==> config.mk <==
export PLATFORM = sky130hd
export DESIGN_NAME = in_bus_arbiter_flat
export DESIGN_NICKNAME = d
export VERILOG_FILES = /design/src/rtl/in_bus_arbiter_if.sv /design/src/rtl/in_bus_arbiter.sv /design/src/flat_wrapper.sv
export SDC_FILE = /design/constraint.sdc
export NUM_CORES = 1
export LEC_CHECK = 0
export BUFFER_PORTS_ARGS = -buffer_cell sky130_fd_sc_hd__buf_2
export CAP_MARGIN = 20
export CORE_MARGIN = 10
export CORE_UTILIZATION = 45
export CTS_CLUSTER_DIAMETER = 150
export DETAILED_ROUTE_END_ITERATION = 6
export PLACE_DENSITY_LB_ADDON = 0.3
export SLEW_MARGIN = 25
export SYNTH_ARGS = -nofsm -noshare
export SYNTH_HDL_FRONTEND = slang
export SYNTH_SLANG_ARGS = --single-unit
==> constraint.sdc <==
create_clock -name clk -period 4.55 [get_ports clk]
set_input_delay 0.6825 -clock clk [delete_from_list [all_inputs] [get_ports clk]]
set_output_delay 0.6825 -clock clk [all_outputs]
set_load 0.05 [all_outputs]
==> src/rtl/in_bus_arbiter_if.sv <==
// Requester-side and in_bus-side signal bundle for in_bus_arbiter.
// master = arbiter view, slave = requesters / in_bus / switch FIFO view.
interface in_bus_arbiter_if #(
    parameter int unsigned NUM_REQ     = 4,
    parameter int unsigned NUM_SW_INST = 5,
    parameter int unsigned W_WIDTH     = 8
);
    localparam int unsigned ID_W = (NUM_REQ > 1) ? $clog2(NUM_REQ) : 1;

    logic                       arb_en;
    logic [NUM_REQ-1:0]         req_valid;
    logic [NUM_REQ-1:0]         req_wr_rd_op;
    logic [NUM_REQ*8-1:0]       req_op_id;
    logic [NUM_REQ*8-1:0]       req_addr;
    logic [NUM_REQ*W_WIDTH-1:0] req_wr_data;
    logic [NUM_REQ-1:0]         req_ready;
    logic [NUM_SW_INST-1:0]     fifo_full;
    logic                       bus_en;
    logic                       bus_valid;
    logic                       bus_wr_rd_op;
    logic [7:0]                 bus_op_id;
    logic [7:0]                 bus_addr;
    logic [W_WIDTH-1:0]         bus_wr_data;
    logic [ID_W-1:0]            grant_id;
    logic                       addr_err;

    modport master (
        input  arb_en, req_valid, req_wr_rd_op, req_op_id, req_addr, req_wr_data, fifo_full,
        output req_ready, bus_en, bus_valid, bus_wr_rd_op, bus_op_id, bus_addr, bus_wr_data,
               grant_id, addr_err
    );

    modport slave (
        output arb_en, req_valid, req_wr_rd_op, req_op_id, req_addr, req_wr_data, fifo_full,
        input  req_ready, bus_en, bus_valid, bus_wr_rd_op, bus_op_id, bus_addr, bus_wr_data,
               grant_id, addr_err
    );
endinterface

==> src/rtl/in_bus_arbiter.sv <==
// Round-robin arbiter sharing the in_bus request port, with a guard gap after each grant.
// Define IN_BUS_ARB_FIXED_PRIO_EN for fixed priority (lowest eligible index wins).
module in_bus_arbiter #(
    parameter int unsigned NUM_REQ     = 4,
    parameter int unsigned NUM_SW_INST = 5,
    parameter int unsigned W_WIDTH     = 8,
    parameter int unsigned GAP_CYC     = 2
) (
    input  logic               clk,
    input  logic               rst_n,
    in_bus_arbiter_if.master   bus_if
);
    localparam int unsigned ID_W     = (NUM_REQ > 1) ? $clog2(NUM_REQ) : 1;
    localparam int unsigned CNT_W    = (GAP_CYC > 1) ? $clog2(GAP_CYC) : 1;
    localparam int unsigned GAP_LAST = (GAP_CYC > 0) ? GAP_CYC - 1 : 0;

    typedef enum logic [1:0] {IDLE = 2'd0, GRANT = 2'd1, WAIT = 2'd2} state_t;

    state_t             state, state_nxt;
    logic [CNT_W-1:0]   cnt, cnt_nxt;
    logic [ID_W-1:0]    ptr, ptr_nxt;
    logic [NUM_REQ-1:0] elig, bad;
    logic               found;
    logic [ID_W-1:0]    win;
    logic               win_bad;

    logic               valid_nxt, wr_nxt, err_nxt;
    logic [NUM_REQ-1:0] ready_nxt;
    logic [7:0]         op_nxt, addr_nxt;
    logic [W_WIDTH-1:0] data_nxt;
    logic [ID_W-1:0]    gid_nxt;

    function automatic logic [ID_W-1:0] inc_idx(logic [ID_W-1:0] x);
        return ID_W'((32'(x) + 32'd1) % NUM_REQ);
    endfunction

    // Out-of-range targets stay eligible so they can be accepted and dropped.
    always_comb begin
        elig = '0;
        bad  = '0;
        for (int unsigned i = 0; i < NUM_REQ; i++) begin
            logic [2:0] sw;
            logic       full;
            sw   = bus_if.req_addr[8*i+5 +: 3];
            full = 1'b0;
            for (int unsigned s = 0; s < NUM_SW_INST; s++) begin
                if (32'(sw) == s) full = bus_if.fifo_full[s];
            end
            bad[i]  = (32'(sw) >= NUM_SW_INST);
            elig[i] = bus_if.req_valid[i] & (bad[i] | ~full);
        end
    end

    // First eligible requester at or after the pointer.
    always_comb begin
        found = 1'b0;
        win   = '0;
        for (int unsigned k = 0; k < NUM_REQ; k++) begin
            for (int unsigned i = 0; i < NUM_REQ; i++) begin
                if (!found && (i == (32'(ptr) + k) % NUM_REQ) && elig[i]) begin
                    found = 1'b1;
                    win   = ID_W'(i);
                end
            end
        end
    end

    assign win_bad = bad[win];

    always_ff @(posedge clk or negedge rst_n) begin
        if (!rst_n) begin
            state               <= IDLE;
            cnt                 <= '0;
            ptr                 <= '0;
            bus_if.bus_en       <= 1'b0;
            bus_if.bus_valid    <= 1'b0;
            bus_if.bus_wr_rd_op <= 1'b0;
            bus_if.bus_op_id    <= '0;
            bus_if.bus_addr     <= '0;
            bus_if.bus_wr_data  <= '0;
            bus_if.req_ready    <= '0;
            bus_if.grant_id     <= '0;
            bus_if.addr_err     <= 1'b0;
        end else begin
            state               <= state_nxt;
            cnt                 <= cnt_nxt;
            ptr                 <= ptr_nxt;
            bus_if.bus_en       <= bus_if.arb_en;
            bus_if.bus_valid    <= valid_nxt;
            bus_if.bus_wr_rd_op <= wr_nxt;
            bus_if.bus_op_id    <= op_nxt;
            bus_if.bus_addr     <= addr_nxt;
            bus_if.bus_wr_data  <= data_nxt;
            bus_if.req_ready    <= ready_nxt;
            bus_if.grant_id     <= gid_nxt;
            bus_if.addr_err     <= err_nxt;
        end
    end

    // Next state; arb_en only gates leaving IDLE so in-flight transfers complete.
    always_comb begin
        state_nxt = state;
        cnt_nxt   = cnt;
        unique case (state)
            IDLE: begin
                if (bus_if.arb_en && found && !win_bad) state_nxt = GRANT;
            end
            GRANT: begin
                cnt_nxt   = '0;
                state_nxt = (GAP_CYC > 0) ? WAIT : IDLE;
            end
            WAIT: begin
                if (32'(cnt) == GAP_LAST) state_nxt = IDLE;
                else                      cnt_nxt   = cnt + CNT_W'(1);
            end
            default: state_nxt = IDLE;
        endcase
    end

    // Registered-output next values; bus fields hold unless a new grant is latched.
    always_comb begin
        valid_nxt = 1'b0;
        ready_nxt = '0;
        err_nxt   = 1'b0;
        wr_nxt    = bus_if.bus_wr_rd_op;
        op_nxt    = bus_if.bus_op_id;
        addr_nxt  = bus_if.bus_addr;
        data_nxt  = bus_if.bus_wr_data;
        gid_nxt   = bus_if.grant_id;
        ptr_nxt   = ptr;
        unique case (state)
            IDLE: begin
                if (bus_if.arb_en && found) begin
                    ready_nxt[win] = 1'b1;
                    if (win_bad) begin
                        err_nxt = 1'b1;
                        ptr_nxt = inc_idx(win);
                    end else begin
                        valid_nxt = 1'b1;
                        gid_nxt   = win;
                        for (int unsigned i = 0; i < NUM_REQ; i++) begin
                            if (ID_W'(i) == win) begin
                                wr_nxt   = bus_if.req_wr_rd_op[i];
                                op_nxt   = bus_if.req_op_id[8*i +: 8];
                                addr_nxt = bus_if.req_addr[8*i +: 8];
                                data_nxt = bus_if.req_wr_data[W_WIDTH*i +: W_WIDTH];
                            end
                        end
                    end
                end
            end
            GRANT:   ptr_nxt = inc_idx(bus_if.grant_id);
            default: ;
        endcase
`ifdef IN_BUS_ARB_FIXED_PRIO_EN
        ptr_nxt = '0;
`else
`endif
    end
endmodule

==> src/flat_wrapper.sv <==
// flat-port wrapper written by rule: the top's interface ports become plain ports
module in_bus_arbiter_flat 
#(
    parameter int unsigned NUM_REQ     = 4,
    parameter int unsigned NUM_SW_INST = 5,
    parameter int unsigned W_WIDTH     = 8,
    parameter int unsigned GAP_CYC     = 2
)
  (clk, rst_n, bus_if_arb_en, bus_if_req_valid, bus_if_req_wr_rd_op, bus_if_req_op_id, bus_if_req_addr, bus_if_req_wr_data, bus_if_fifo_full, bus_if_req_ready, bus_if_bus_en, bus_if_bus_valid, bus_if_bus_wr_rd_op, bus_if_bus_op_id, bus_if_bus_addr, bus_if_bus_wr_data, bus_if_grant_id, bus_if_addr_err);
  in_bus_arbiter_if #(.NUM_REQ(NUM_REQ), .NUM_SW_INST(NUM_SW_INST), .W_WIDTH(W_WIDTH)) bus_if_i ();
  input  logic clk;
  input  logic rst_n;
  input wire logic [$bits(bus_if_i.arb_en)-1:0] bus_if_arb_en;
  input wire logic [$bits(bus_if_i.req_valid)-1:0] bus_if_req_valid;
  input wire logic [$bits(bus_if_i.req_wr_rd_op)-1:0] bus_if_req_wr_rd_op;
  input wire logic [$bits(bus_if_i.req_op_id)-1:0] bus_if_req_op_id;
  input wire logic [$bits(bus_if_i.req_addr)-1:0] bus_if_req_addr;
  input wire logic [$bits(bus_if_i.req_wr_data)-1:0] bus_if_req_wr_data;
  input wire logic [$bits(bus_if_i.fifo_full)-1:0] bus_if_fifo_full;
  output wire logic [$bits(bus_if_i.req_ready)-1:0] bus_if_req_ready;
  output wire logic [$bits(bus_if_i.bus_en)-1:0] bus_if_bus_en;
  output wire logic [$bits(bus_if_i.bus_valid)-1:0] bus_if_bus_valid;
  output wire logic [$bits(bus_if_i.bus_wr_rd_op)-1:0] bus_if_bus_wr_rd_op;
  output wire logic [$bits(bus_if_i.bus_op_id)-1:0] bus_if_bus_op_id;
  output wire logic [$bits(bus_if_i.bus_addr)-1:0] bus_if_bus_addr;
  output wire logic [$bits(bus_if_i.bus_wr_data)-1:0] bus_if_bus_wr_data;
  output wire logic [$bits(bus_if_i.grant_id)-1:0] bus_if_grant_id;
  output wire logic [$bits(bus_if_i.addr_err)-1:0] bus_if_addr_err;
  assign bus_if_i.arb_en = bus_if_arb_en;
  assign bus_if_i.req_valid = bus_if_req_valid;
  assign bus_if_i.req_wr_rd_op = bus_if_req_wr_rd_op;
  assign bus_if_i.req_op_id = bus_if_req_op_id;
  assign bus_if_i.req_addr = bus_if_req_addr;
  assign bus_if_i.req_wr_data = bus_if_req_wr_data;
  assign bus_if_i.fifo_full = bus_if_fifo_full;
  assign bus_if_req_ready = bus_if_i.req_ready;
  assign bus_if_bus_en = bus_if_i.bus_en;
  assign bus_if_bus_valid = bus_if_i.bus_valid;
  assign bus_if_bus_wr_rd_op = bus_if_i.bus_wr_rd_op;
  assign bus_if_bus_op_id = bus_if_i.bus_op_id;
  assign bus_if_bus_addr = bus_if_i.bus_addr;
  assign bus_if_bus_wr_data = bus_if_i.bus_wr_data;
  assign bus_if_grant_id = bus_if_i.grant_id;
  assign bus_if_addr_err = bus_if_i.addr_err;
  in_bus_arbiter #(.NUM_REQ(NUM_REQ), .NUM_SW_INST(NUM_SW_INST), .W_WIDTH(W_WIDTH), .GAP_CYC(GAP_CYC)) u_core (.clk(clk), .rst_n(rst_n), .bus_if(bus_if_i));
endmodule
==> run_results.csv, run 1 <==
group,metric,value,unit
status,status,"completed",
drt,drtIter0Drc,166,
timing,fin_tns_setup,0,ps
clocking,clock_sinks,39,
clocking,root_buffer,"clkbuf_8",
worst_setup_path,cp-end-kind,"flip-flop",
worst_setup_path,cp_cell_sequence,"buf_2 > mux2i_1 > o221a_2 > a2bb2oi_2 > o2111ai_2 > o22ai_1 > a211oi_4 > nand3_4 > mux2_4",
drt,vias,2690,
clocking,numCtsBuffers,5,
floorplan,die_width,97.1,um
timing,finalCriticalPeriod,3210,ps
floorplan,rows,28,
worst_setup_path,crit_path_max_incr_delay,500,ps
drt,finalWirelength,8880,um
finish,seq_area,976,um2
global_routing,globalRouteTotalUtil,18.7,%
clocking,cts_resized,0,
timing,maxSlewViolCount,0,
timing,fin_crit_sh,70.5,%
worst_setup_path,worstPathArrival,3380,ps
worst_setup_path,slowest_stage,"o2111ai_2",
drt,drt_first_pass_iters,5,
timing,setup_viol,0,
power,total_power,0.00224,W
timing,hold_viol,0,
worst_setup_path,cp-start-kind,"primary input",
synth,avgSynthCellArea,10.2,um2
timing,slew_headroom,42.4,%
worst_setup_path,r2r_end,"u_core.bus_if.grant_id[1]",
drt,drc,0,
synth,ys_ff_latch,39,
place,portBuffers,145,
timing,max_slew.worst_pin.slew,864,ps
clocking,ctsLongestPathBuffers,2,
job,maxCapViolations,0,
synth,syn-num-nets,377,
worst_setup_path,cp.required,4720,ps
power,ir_worst_vdd,0.000449,V
finish,nets,520,
finish,n_fill_cell,512,
min_path,hp-class,"primary input to async pin",
synth,synth_cells,262,
worst_setup_path,reg2reg_depth,8,
timing,fin_skew,4.74,ps
synth,yosysWarnings,0,
drt,ant_nets,0,
floorplan,start_util,45.7,%
worst_setup_path,timing.rr.start,"u_core.ptr[0]",
timing,rsz0062_at_grt,"no",
finish,multi_input_area,1600,um2
finish,area_growth,32.3,%
finish,layout-drive-gt1-share,48.8,%
global_routing,antenna_found_initial,0,
synth,synth-seq-area-share,36.5,%
global_routing,grt_overflow,0,
worst_setup_path,rrSetupSlack,1740,ps
global_routing,grt_max_degree,40,
global_routing,grt_pass1_vias,2919,
synth,synth_area_leaders,"dfrtp_1 37%, mux2_4 10%, mux2i_1 6.7%, nand2_1 6.3%, a222oi_1 6.0%",
global_routing,grt_pass1_wl,14800,um
worst_setup_path,path_max_fanout,28,
drt,wl_per_cell,18.5,um
clocking,post-cts-setup-buffer-count,0,
floorplan,ios,146,
clocking,worstSkewPairLatency,290,ps
floorplan,dieArea,9420,um2
clocking,clkSlewWorstSetupHoldPaths,70,ps
synth,ys_async_sr_fraction,100,%
place,dp_hpwl,7180,um
clocking,htree_num_levels,2,
floorplan,placeableCoreArea,5850,um2
timing,max_freq,312,MHz
synth,synth_top_area_cell,"dfrtp_1",
synth,synth-edff-count,0,
synth,synth_top_area_share,36.5,%
place,routabilityCongestion,0.888,
synth,synthesis.area,2670,um2
power,power.density,635,nW/um2
worst_setup_path,critPathKind,"primary input to flip-flop",
drt,avgViaCountPerCell,5.59,
clocking,ctsHoldBuffers,0,
floorplan,die_h,97.1,um
synth,synth_ff_type,"dfrtp_1",
synth,yosysUniqueCellTypes,47,
finish,antenna_cells,0,
clocking,cts_tree,"done",
power,p_leak,1.86,nW
-- worst max path at each step --
stage / startpoint / end / slack (ps) / cells after the start
CTS: bus_if_req_addr[21] / u_core.bus_if.bus_addr[6] / 1350 / 9
floorplan: bus_if_req_addr[22] / u_core.bus_if.bus_addr[0] / 1760 / 9
global placement: bus_if_req_addr[21] / u_core.bus_if.bus_op_id[5] / 1070 / 9
finish: bus_if_req_addr[21] / u_core.bus_if.grant_id[1] / 1340 / 9
detailed placement: bus_if_req_addr[21] / u_core.bus_if.bus_op_id[3] / 1030 / 9
global route: bus_if_req_addr[21] / u_core.bus_if.bus_op_id[7] / 1060 / 9
-- Yosys cell counts (3+ instances only) --
master and number:
o22ai_1 12, nand4bb_1 3, nand4_1 3, clkbuf_1 8
nand2_1 45, nor2_1 8, nor3_1 3, a21oi_1 16
a222oi_1 16, dfrtp_1 39, mux2_4 18, mux2_2 10
ha_1 3, nand3_1 5, o21ai_0 4, mux2i_1 18
inv_1 9
-- cell type report --
cell class,count,area share [%]
clock buffers,7,2.16
clock inverters,1,0.142
inverters,9,0.956
multi-input cells,202,45.3
flip-flops and latches,39,27.6
well taps,75,2.65
repair buffers,148,21.2
-- registers in the layout, summed over array words and instances, names as in the netlist, 2 cells and up --
signal,flops
u_core.bus_if.bus_addr,8
u_core.bus_if.bus_op_id,8
u_core.bus_if.bus_wr_data,8
u_core.bus_if.grant_id,2
u_core.bus_if.req_ready,4
u_core.ptr,2
u_core.state,2
-- cells in the final DEF (no fill, tap or decap), types with 3 or more instances in the layout --
| master | instances |
|---|---|
| buf_2 | 145 |
| nand2_1 | 45 |
| dfrtp_1 | 39 |
| mux2i_1 | 18 |
| mux2_4 | 18 |
| a21oi_1 | 16 |
| a222oi_1 | 16 |
| o22ai_1 | 12 |
| mux2_2 | 10 |
| inv_1 | 9 |
| nor2_1 | 8 |
| nand3_1 | 5 |
| clkbuf_8 | 5 |
| o21ai_0 | 4 |
| nor3_1 | 3 |
| nand4bb_1 | 3 |
| nand4_1 | 3 |
| ha_1 | 3 |
| buf_4 | 3 |
-- layer usage --
metal	part of all wire [%]	vias to the layer above	GRT usage, %
li1	-	1293	-
met1	40	1258	21.7
met2	50	126	32.3
met3	7.6	13	5.55
met4	1.9	0	5.68
met5	0	-	0
-- critical path: cells and delay by family --
family / cells / cell delay, ps
compound gates: 5 / 1470
buf+inv: 1 / 120
mux: 2 / 630
simple gates: 1 / 460
-- power breakdown --
part,internal (W),leakage (nW),switching (W),total (W)
clock,0.000108,0.0422,0.000114,0.000222
combinational,0.000509,1.34,0.000918,0.00143
sequential,0.000497,0.479,0.0000983,0.000595
total,0.00111,1.86,0.00113,0.00224
-- per-stage QoR --
stage | instance area [um2] | cells | hold WS (ps) | setup slack [ps] | util (%)
floorplan | 2670 | 262 | 387 | 1760 | -
global placement | 3450 | 473 | 484 | 1070 | 59.0
detailed placement | 3450 | 473 | 486 | 1030 | 59.0
CTS | 3530 | 481 | 507 | 1350 | 60.4
global route | 3530 | 481 | 522 | 1060 | 60.4
finish | 3530 | 481 | 505 | 1340 | 60.4
-- cell families (layout without fill, tap and decap cells) --
| kind of cell | Yosys count | after routing | synth area share [%] |
|---|---|---|---|
| adder cells (fa/ha/maj) | 3 | 3 | 1.40 |
| AO/OA/AOI/OAI | 72 | 72 | 22.1 |
| flip-flops | 39 | 39 | 36.5 |
| buffers and inverters | 21 | 165 | 3.56 |
| multiplexers | 46 | 46 | 21.1 |
| AND/OR/NAND/NOR | 80 | 80 | 15.0 |
| XOR/XNOR | 1 | 1 | 0.328 |
Note: power is estimated with default switching activity, not from simulation.
==> inputs of run 2 (changes only) <==
--- a/config.mk
+++ b/config.mk
@@ -8,7 +8,7 @@
 export BUFFER_PORTS_ARGS = -buffer_cell sky130_fd_sc_hd__buf_2
 export CAP_MARGIN = 20
 export CORE_MARGIN = 10
-export CORE_UTILIZATION = 45
+export CORE_UTILIZATION = 41
 export CTS_CLUSTER_DIAMETER = 150
 export DETAILED_ROUTE_END_ITERATION = 6
 export PLACE_DENSITY_LB_ADDON = 0.3
==> constraint.sdc (replaced) <==
create_clock -name clk -period 2.9 [get_ports clk]
set_input_delay 0.435 -clock clk [delete_from_list [all_inputs] [get_ports clk]]
set_output_delay 0.435 -clock clk [all_outputs]
set_load 0.05 [all_outputs]
==> run 2 against run 1 <==
Net effect:
- clock skew is 3.4 ps higher
- register-to-register slack worse by 1200 ps
- critical path depth is 1 higher
- via count is 1.9% higher
- total power is 61% higher
- clock power is 67% higher
- global-route usage is 0.84 points lower
- critical path type unchanged
==> run_results.csv, run 2 (synthesis results as in run 1) <==
group,metric,value,unit
power,p_switching,0.00182,W
clocking,clkSlewWorstSetupHoldPaths,80,ps
floorplan,die_h,101,um
worst_setup_path,reg2reg_depth,8,
timing,fin_crit_sh,86.0,%
drt,wl_per_cell,19.0,um
clocking,root_buffer,"clkbuf_8",
power,p_leak,1.90,nW
timing,holdWs,234,ps
worst_setup_path,slowest_stage,"mux2_2",
place,routabilityCongestion,0.984,
power,p_clk_share,10.3,%
timing,max_slew.worst_pin.slew,836,ps
power,ir_worst_vdd,0.000560,V
clocking,clock_sinks,39,
floorplan,start_util,42.1,%
floorplan,rows,29,
worst_setup_path,crit_path_frequent_cell,"o22ai_1",
power,p_sw_share,50.4,%
global_routing,globalRouteTotalUtil,17.9,%
status,status,"completed",
drt,drtIter0Drc,184,
finish,reg_top3,"u_core.bus_if.bus_addr (8), u_core.bus_if.bus_op_id (8), u_core.bus_if.bus_wr_data (8)",
timing,finalCriticalPeriod,2490,ps
min_path,hp-class,"primary input to async pin",
global_routing,grt_pass1_vias,2923,
finish,most-common-layout-cells,"145 x buf_2, 45 x nand2_1, 39 x dfrtp_1",
power,combPwrFrac,63.9,%
global_routing,grt_overflow,0,
drt,ant_nets,0,
timing,hold_viol,0,
timing,rsz0062_at_grt,"no",
worst_setup_path,critPathKind,"primary input to flip-flop",
global_routing,antenna_found_initial,0,
timing,slew_headroom,44.3,%
finish,nets,528,
clocking,post-cts-setup-buffer-count,0,
worst_setup_path,cp_cell_sequence,"buf_2 > or2_2 > o221a_2 > a2bb2oi_2 > o2111ai_2 > o22ai_1 > a211oi_4 > buf_4 > o22ai_1 > mux2_2",
worst_setup_path,path_max_fanout,6,
worst_setup_path,crit_path_max_incr_delay,360,ps
timing,fin_tns_setup,0,ps
finish,area_growth,35.3,%
worst_setup_path,r2r_end,"u_core.ptr[1]",
clocking,ctsLongestPathBuffers,2,
power,power.internal,0.00179,W
worst_setup_path,timing.rr.start,"u_core.ptr[1]",
clocking,htree_num_levels,2,
place,dp_hpwl,7440,um
worst_setup_path,cp-end-kind,"flip-flop",
floorplan,placeableCoreArea,6350,um2
timing,setup_viol,0,
floorplan,ios,146,
power,p_seq_share,25.9,%
timing,maxSlewViolCount,0,
finish,antenna_cells,0,
drt,avgViaCountPerCell,5.58,
drt,vias,2740,
clocking,numCtsBuffers,5,
clocking,cts_resized,0,
worst_setup_path,worstPathArrival,2680,ps
global_routing,grt_max_degree,40,
drt,drc,0,
power,total_power,0.00361,W
worst_setup_path,rrSetupSlack,570,ps
place,portBuffers,145,
place,dp.cells,483,
clocking,ctsHoldBuffers,0,
clocking,worstSkewPairLatency,290,ps
timing,max_freq,401,MHz
job,maxCapViolations,0,
floorplan,dieArea,10100,um2
worst_setup_path,cp.required,3090,ps
timing,fin_skew,8.14,ps
finish,stdcell_count,491,
worst_setup_path,cp-start-kind,"primary input",
finish,layout-drive-gt1-share,50.2,%
clocking,cts_tree,"done",
drt,drt_first_pass_iters,6,
drt,finalWirelength,9320,um
finish,final_common_cell,"buf_2",
floorplan,die_width,101,um
global_routing,grt_pass1_wl,14800,um
power,power.density,998,nW/um2
[run 2: area by class of cell]
class / instances / area [um2]
clock inverter: 3 / 20.0
tap: 77 / 96.3
clock buffer: 5 / 68.8
fill: 584 / 2730
sequential: 39 / 976
multi-input combinational: 202 / 1600
timing repair buffer: 156 / 821
inverter: 9 / 33.8
[run 2: critical path: cells and delay by family]
family,cells,cell delay [ps]
mux,1,360
buf+inv,2,300
simple gates,1,310
compound gates,6,1270
[run 2: through the flow]
stage	setup WS, ps	utilization, %	instance area (um2)
2_1_floorplan	358	-	2670
3_3_place_gp	177	55.6	3530
3_5_place_dp	124	55.6	3530
4_1_cts	435	57.0	3620
5_1_grt	303	57.0	3620
6_report	406	57.0	3620
[run 2: metal layers]
layer | vias to the layer above | global-route usage, % | wire length, um
met3 | 10 | 7.27 | 1040
met5 | - | 0 | 0
met1 | 1267 | 22.1 | 3930
met2 | 154 | 27.4 | 4250
met4 | 0 | 6.20 | 105
li1 | 1309 | - | -
[run 2: how the worst max path moves through the flow]
stage | start | to | slack (ps) | cells after the start
global route | bus_if_req_addr[5] | u_core.ptr[1] | 300 | 10
floorplan | bus_if_req_addr[22] | u_core.bus_if.bus_addr[0] | 360 | 9
finish | bus_if_req_addr[22] | u_core.ptr[1] | 410 | 10
CTS | bus_if_req_addr[22] | u_core.ptr[1] | 430 | 10
global placement | bus_if_req_addr[22] | u_core.ptr[1] | 180 | 10
detailed placement | bus_if_req_addr[22] | u_core.ptr[1] | 120 | 10
[run 2: power groups by stage]
stage	combinational, W	sequential [W]	clock (W)
2_1_floorplan	0.00102	0.00161	0
3_3_place_gp	0.00230	0.000932	0
3_5_place_dp	0.00232	0.000934	0
4_1_cts	0.00232	0.000932	0.000379
5_1_grt	0.00245	0.000965	0.000402
6_report	0.00231	0.000933	0.000371
